--- src/rtl/fft_input_bitrev_loader.sv ---
`default_nettype none
// ============================================================================
// Module      : fft_input_bitrev_loader
// Description : Serial-to-frame loader for a 32-point FFT. Complex samples
//               arrive one per cycle (valid/ready) and are written at their
//               bit-reversed slot. Two banks ping-pong: one fills while the
//               other is presented as flat buses to the FFT stages, which
//               take it with frame_valid/frame_ready.
// Revision    : 1.0 - initial release
// ============================================================================
module fft_input_bitrev_loader #(
  parameter int DATA_W   = 10,
  parameter int N_POINTS = 32,
  parameter int LOG2N    = 5
) (
  input  logic                       clk,
  input  logic                       rst,
  input  logic                       in_valid,
  output logic                       in_ready,
  input  logic                       in_sof,
  input  logic [DATA_W-1:0]          in_re,
  input  logic [DATA_W-1:0]          in_im,
  output logic                       frame_valid,
  input  logic                       frame_ready,
  output logic [N_POINTS*DATA_W-1:0] out_real,
  output logic [N_POINTS*DATA_W-1:0] out_imag,
  output logic                       sof_resync
);

  localparam logic [LOG2N-1:0] c_last_idx = LOG2N'(N_POINTS - 1);

  // Mirror the index bits: sample k lands in slot bitrev(k).
  function automatic logic [LOG2N-1:0] bitrev(input logic [LOG2N-1:0] k);
    logic [LOG2N-1:0] r;
    r = '0;
    for (int i = 0; i < LOG2N; i++) begin
      r[i] = k[LOG2N-1-i];
    end
    return r;
  endfunction

  // Bank state: one full flag per bank, write/read bank pointers, fill count.
  logic [1:0]       r_full;
  logic             r_wr_bank;
  logic             r_rd_bank;
  logic [LOG2N-1:0] r_wr_cnt;
  logic             r_sof_resync;

  // Sample storage, indexed [bank][slot].
  logic [DATA_W-1:0] r_re [2][N_POINTS];
  logic [DATA_W-1:0] r_im [2][N_POINTS];

  logic             w_accept;
  logic             w_restart;
  logic [LOG2N-1:0] w_k;
  logic [LOG2N-1:0] w_slot;
  logic             w_last;
  logic             w_consume;

  // The write bank is only ever full when both banks are, so this is the
  // back-pressure condition; it depends on registers only.
  assign in_ready    = ~r_full[r_wr_bank];
  assign frame_valid = r_full[r_rd_bank];
  assign sof_resync  = r_sof_resync;

  assign w_accept  = in_valid & in_ready;
  // An SOF arriving mid-frame drops the partial frame and restarts at k=0.
  assign w_restart = w_accept & in_sof & (r_wr_cnt != '0);
  assign w_k       = w_restart ? '0 : r_wr_cnt;
  assign w_slot    = bitrev(w_k);
  assign w_last    = w_accept & (w_k == c_last_idx);
  assign w_consume = r_full[r_rd_bank] & frame_ready;

  // Bank bookkeeping. A last-sample write and a consume never target the
  // same bank (one needs it empty, the other full), so both can land together.
  always_ff @(posedge clk or negedge rst) begin
    if (!rst) begin
      r_full       <= '0;
      r_wr_bank    <= 1'b0;
      r_rd_bank    <= 1'b0;
      r_wr_cnt     <= '0;
      r_sof_resync <= 1'b0;
    end else begin
      r_sof_resync <= w_restart;
      if (w_accept) begin
        r_wr_cnt <= w_last ? '0 : (w_k + 1'b1);
      end
      if (w_last) begin
        r_wr_bank <= ~r_wr_bank;
      end
      if (w_consume) begin
        r_rd_bank <= ~r_rd_bank;
      end
      for (int b = 0; b < 2; b++) begin
        if (w_last && (r_wr_bank == 1'(b))) begin
          r_full[b] <= 1'b1;
        end else if (w_consume && (r_rd_bank == 1'(b))) begin
          r_full[b] <= 1'b0;
        end
      end
    end
  end

  // Sample storage: accepted data written unmodified at its bit-reversed slot.
  always_ff @(posedge clk or negedge rst) begin
    if (!rst) begin
      for (int b = 0; b < 2; b++) begin
        for (int j = 0; j < N_POINTS; j++) begin
          r_re[b][j] <= '0;
          r_im[b][j] <= '0;
        end
      end
    end else if (w_accept) begin
      r_re[r_wr_bank][w_slot] <= in_re;
      r_im[r_wr_bank][w_slot] <= in_im;
    end
  end

  // Present the read bank as flat buses, slot j at [j*DATA_W +: DATA_W].
  for (genvar j = 0; j < N_POINTS; j++) begin : g_out
    assign out_real[j*DATA_W +: DATA_W] = r_re[r_rd_bank][j];
    assign out_imag[j*DATA_W +: DATA_W] = r_im[r_rd_bank][j];
  end

endmodule
`default_nettype wire

--- config.mk ---
export PLATFORM = sky130hd
export DESIGN_NAME = fft_input_bitrev_loader
export DESIGN_NICKNAME = d
export VERILOG_FILES = /design/src/rtl/fft_input_bitrev_loader.sv
export SDC_FILE = /design/constraint.sdc
export NUM_CORES = 2
export LEC_CHECK = 0
export ABC_CLOCK_PERIOD_IN_PS = 3500
export BUFFER_PORTS_ARGS = -buffer_cell sky130_fd_sc_hd__buf_2
export CAP_MARGIN = 20
export CORE_ASPECT_RATIO = 0.6
export CORE_MARGIN = 8
export CORE_UTILIZATION = 59
export DETAILED_ROUTE_END_ITERATION = 16
export PLACE_DENSITY_LB_ADDON = 0.15
export SLEW_MARGIN = 20
export SYNTH_ARGS = -nofsm -noshare
export SYNTH_HDL_FRONTEND = slang
export SYNTH_SLANG_ARGS = --single-unit
--- constraint.sdc ---
create_clock -name clk -period 3.5 [get_ports clk]
set_input_delay 0.35 -clock clk [delete_from_list [all_inputs] [get_ports clk]]
set_output_delay 0.35 -clock clk [all_outputs]
set_load 0.1 [all_outputs]
Yosys cells after proc, flatten, opt, wreduce, memory -nomap -nowiden
Index checks and enable logic that the tools add are counted.

Output and inout port bits: 643. Flip-flop bits (word level): 1290. Bits in latches: 0. Memories kept: 0. Bits of input ports: 25. Memory bits (read-only): 0. RAM bits: 0.

Reduce and logical (&&, ||, !) cells: 9. Divide/modulo/power cells: 0. Equality and inequality tests: 1. Order comparisons: 7. Muxes and demuxes: 22. Bitwise gates (word level): 11. Shifts and indexed selects: 0. $mul: 0. Add/subtract/negate cells: 1.

Operators with widths (number): $mux W320 (7); $bwmux W640 (2); $demux W320 S1 (1); $demux W10 S5 (1); $mux W10 (1); $mux W5 (2); $mux W1 (8); $ge A6 B6 Y1 const B (1); $logic_and A1 B1 Y1 (6); $lt A6 B1 Y1 const B (1); $not A5 Y6 (1); $add A5 B1 Y5 const B (1); $and A1 B1 Y1 (5); $eq A5 B5 Y1 const B (1); $reduce_bool A5 Y1 (1); $ge A2 B2 Y1 const B (2); $lt A1 B2 Y1 const B (2); $not A1 Y2 (2); $reduce_bool A2 Y1 (2); $not A1 Y1 (3); $lt A2 B1 Y1 const B (1).

Depth between registers and ports, before layout
Depth in word-level cells: 15. Gate-level depth with buffers: 12. Depth with buffers taken out: 10.

Worst setup path after synthesis
No wires, ideal clock.

Path kind: flip-flop to flip-flop. Start: reg r_wr_bank. End: reg r_im[100] (netlist bit). Path buffers: 2. Library setup time: 125 ps. Arrival time: 3002 ps. Clock period less this slack: 3127 ps. Data required time: 3375 ps. Setup slack: 373 ps. Stages on the path, launching flop included: 13. Path through: dfrtp_1 -> mux2_4 -> inv_2 -> nand3_2 -> buf_6 -> and2_1 -> inv_1 -> ha_1 -> nand2_1 -> o21bai_1 -> nor2_1 -> buf_2 -> mux2_2.

Cells in the longest elaborated chain, start to end: 15. Elaborated cells on any way between the ends: 20. Classes of those cells: order compare: 4; mux: 8; bitwise: 6; reduce/logical: 2.

RTL lines: from (decl) (RTL line 44) `logic r_wr_bank;`; from (signal assigned) (RTL line 89) `r_wr_bank <= ~r_wr_bank;`; $mux W1 (implied by the code) * (2 in a row) (RTL line 62) `assign in_ready = ~r_full[r_wr_bank];`; $not A1 Y1 * (RTL line 62); via in_ready (RTL line 19) `output logic in_ready,`; $and A1 B1 Y1 * (RTL line 66) `assign w_accept = in_valid & in_ready;`; $and A1 B1 Y1 (2 in a row) (RTL line 68) `assign w_restart = w_accept & in_sof & (r_wr_cnt != '0);`; $mux W5 (RTL line 69) `assign w_k = w_restart ? '0 : r_wr_cnt;`; $not A5 Y6 (implied by the code) (RTL line 115) `r_im[r_wr_bank][w_slot] <= in_im;`; $ge A6 B6 Y1 (implied by the code) / $lt A6 B1 Y1 (equally long branches) (RTL line 115); $logic_and A1 B1 Y1 (implied by the code) (RTL line 115); $mux W10 (implied by the code) (RTL line 115); $demux W10 S5 (RTL line 115); $mux W320 (implied by the code) (RTL line 115); $demux W320 S1 (RTL line 115); $bwmux W640 (RTL line 115); to (signal, indexed assignment) (RTL line 115); to (decl) (RTL line 51) `logic [DATA_W-1:0] r_im [2][N_POINTS];`.

Mark *: on every way through the listed nets, which the timed path passes. The rest lies on a longest branch. The select of a mux whose other input is x is not followed. A chain may end at the register's enable or synchronous reset.

Worst setup path after layout
Start: reg r_wr_bank. End: reg r_im[103] (netlist bit).

Cells in the longest elaborated chain, start to end: 15. Elaborated cells on any way between the ends: 20. Classes of those cells: order compare: 4; mux: 8; bitwise: 6; reduce/logical: 2.

RTL lines (RTL line): $mux W1 (implied by the code) (2 in a row) (62); $not A1 Y1 (62); $and A1 B1 Y1 (66); $and A1 B1 Y1 (2 in a row) (68); $mux W5 (69); $not A5 Y6 (implied by the code) (115); $ge A6 B6 Y1 (implied by the code) / $lt A6 B1 Y1 (equally long branches) (115); $logic_and A1 B1 Y1 (implied by the code) (115); $mux W10 (implied by the code) (115); $demux W10 S5 (115); $mux W320 (implied by the code) (115); $demux W320 S1 (115); $bwmux W640 (115).

Several ways; a longest one is shown, not always the timed one. The select of a mux whose other input is x is not followed.

==> results.cfg <==
[grt]
grt_usage = 0.2828
antenna_found_initial = 1
grt_pass1_wl_microns = 232200
grt-ovfl-total = 0
grt_pass1_vias = 35320
grt_start_max_net_pins = 117

[timing]
period_share = 0.9227
tightest_slew_ns = 1.094
rsz0062_at_grt = false
finalSetupTns_ns = 0
clock.fmax_mhz = 309.6
fin_worst_skew_ns = 0.03942
max-slew-margin-rel = 0.2708
setup_viol = 0
maxSlewViolCount = 0
hold_violations = 0
fin_crit_ns = 3.229

[detailed_routing]
drc = 0
routedWlPerCell_microns = 27.08
drt-total-wl_microns = 153000
first_pass_iters = 5
vias = 33050
viasPerCell = 5.850
ant_nets = 0
drtIter0Drc = 2217

[synth]
syn_area_per_cell_sq_um = 15.15
synth_top_cells_by_count = mux2_2, dfrtp_1, clkbuf_1
synth_top_area_frac = 0.5729
synth-seq-cells = 1290
yosysMostFrequentCell = mux2_2
ys_async_sr_fraction = 1.000
syn_inst = 3718
synth_ff_type = dfrtp_1
ys_warn_count = 0
seq_area_frac_synth = 0.5729
syn_area_sq_um = 56350
synth_top_area_cell = dfrtp_1
synthTopCellsByArea = dfrtp_1, mux2_2, buf_2, clkbuf_1, buf_1
syn_nets = 3748
synth_cell_type_count = 42
synth_edf_count = 0

[power]
p_leak_uw = 0.03458
internal_power_uw = 27640
powerDensity_nw_per_um2 = 745.7
combPwrFrac = 0.371
irDropWorstVdd_mv = 0.8894
p_sw_uw = 21060
sequentialPowerShare = 0.355
p_clk_frac = 0.274
p_sw_frac = 0.4325

[placement]
gp_congestion = 0.8764
placed_area_sq_um = 61270
place.detailed.hpwl_microns = 100900
io_buffers = 667

[floorplan]
dieArea_sq_um = 106000
die_w_microns = 415.0
rows = 87
core-area_sq_um = 94270
io_pins = 668
fp.dieH_microns = 255.4
start_util = 0.5977

[finish]
seqCellArea_sq_um = 32280
final_nets = 4340
n_fill_cell = 6561
multi_input_area_sq_um = 22580
synthToLayoutAreaGrowth_pct = 15.91
final_cell_area_sq_um = 65310
drive_gt1_frac = 0.6722

[clock_tree]
cts-buffers-inserted = 116
hold_buffers = 3
worstSkewPairLatency_ns = 0.73
htree_levels = 3
cts_tree = built
cts_buffer_depth = 3
clock-sinks = 1290
clk_pin_slew_ns = 0.07
root_buffer = clkbuf_16
post-cts-setup-buffer-count = 0
postCtsResizedCells = 0

[setup_path]
cp_slowest_stage_delay_ns = 0.45
start_kind = flip-flop
critPathMaxFanout = 20
crit_slowest_cell = dfrtp_1
r2r_setup_slack_ns = 0.27
crit_type = flip-flop to flip-flop
ff2ff_path_depth = 11
crit_chain = mux2_4, inv_2, nand3_2, and2_1, inv_1, ha_1, nand2_1, o21bai_1, nor2_2, buf_4, mux2_2
r2r_end = r_im[103]$_DFFE_PN0P_
critical_path_arrival_ns = 3.82
worstPathRequired_ns = 4.09
critPathCaptureType = flip-flop
r2r_start = r_wr_bank$_DFFE_PN0N_

[hold_path]
min_to = r_wr_cnt[1]$_DFFE_PN0P_
hp-start = in_valid
whs_path_depth = 5
worstHoldPathType = primary input to flip-flop

[outcome]
status = finished clean

[job]
cap_violations = 0
[layer usage]
| layer | vias up | global-route usage | share of wire |
|---|---|---|---|
| li1 | 14410 | - | - |
| met1 | 17660 | 0.3765 | 0.43 |
| met2 | 705 | 0.4573 | 0.48 |
| met3 | 277 | 0.05484 | 0.044 |
| met4 | 0 | 0.1178 | 0.048 |
| met5 | - | 0 | 0 |
[power by group through the flow]
stage	clock network (uW)	logic [uW]	registers, uW
floorplan	0	15100	17200
global placement	0	18000	17400
detailed placement	0	18100	17500
CTS	13600	18200	17200
global route	14200	18600	17400
finish	13300	18100	17300
[worst max path at each step]
stage | end | depth (start not counted) | slack [ns] | start
detailed placement | r_re[100]$_DFFE_PN0P_ | 11 | 0.36 | r_wr_bank$_DFFE_PN0N_
floorplan | r_im[100]$_DFFE_PN0P_ | 12 | 0.37 | r_wr_bank$_DFFE_PN0N_
CTS | out_imag[56] | 3 | 0.33 | r_rd_bank$_DFFE_PN0P_
global route | r_re[102]$_DFFE_PN0P_ | 11 | 0.13 | r_wr_bank$_DFFE_PN0N_
finish | r_im[103]$_DFFE_PN0P_ | 11 | 0.27 | r_wr_bank$_DFFE_PN0N_
global placement | r_re[426]$_DFFE_PN0P_ | 11 | 0.45 | r_wr_bank$_DFFE_PN0N_
[worst max-delay path, delay by kind of cell (launching register included)]
family,cells,cell delay [ns]
multiplexers,2,0.75
AND/OR/NAND/NOR,4,0.67
buffers and inverters,3,0.48
flip-flops,1,0.45
AO/OA/AOI/OAI,1,0.45
adder cells (fa/ha/maj),1,0.30
[sequential cells by signal (all words and copies together) (netlist names)]
name	count
r_full	2
r_re	640
sof_resync	1
r_rd_bank	1
r_im	640
r_wr_cnt	5
r_wr_bank	1
[area by class of cell]
class                      instances  share of cell area
tap                             1246             0.02387
sequential                      1290              0.4943
clock inverter                    37            0.007778
clock buffer                     173             0.05359
multi-input combinational       2072              0.3458
timing repair buffer             825             0.07433
antenna                            1          0.00003832
inverter                           5           0.0002874
[stage by stage]
step,power [uW],setup slack [ns],hold WS [ns],utilization,std cells
global route,50180,0.1293,0.1912,0.6928,5649
global placement,35460,0.4476,0.3888,0.6499,5435
floorplan,32320,0.3733,0.05441,-,3718
detailed placement,35650,0.3592,0.3835,0.6499,5435
CTS,49030,0.3311,0.1392,0.6928,5648
finish,48700,0.2705,0.1948,0.6928,5649
[logic make-up after synthesis]
group                    synth area share
AO/OA/AOI/OAI                    0.002265
adder cells (fa/ha/maj)          0.001110
buffers and inverters             0.02774
flip-flops                         0.5729
multiplexers                       0.3842
AND/OR/NAND/NOR                   0.01179
[cell usage in the layout, fill, tap and decap left out, types with 7 or more instances in the layout]
cell | Yosys | final
clkbuf_1 | 172 | 21
buf_2 | 133 | 663
nor2_2 | 0 | 19
buf_4 | 14 | 134
buf_12 | 0 | 25
and3_1 | 10 | 10
mux2_2 | 1914 | 1914
clkbuf_16 | 0 | 118
mux2_1 | 7 | 7
dfrtp_1 | 1290 | 1289
nand2_1 | 23 | 23
nand3_1 | 14 | 14
bufinv_16 | 0 | 11
clkinv_2 | 0 | 19
nand4_1 | 14 | 14
clkbuf_8 | 0 | 34
No activity file was read; power rests on OpenSTA's default activity.
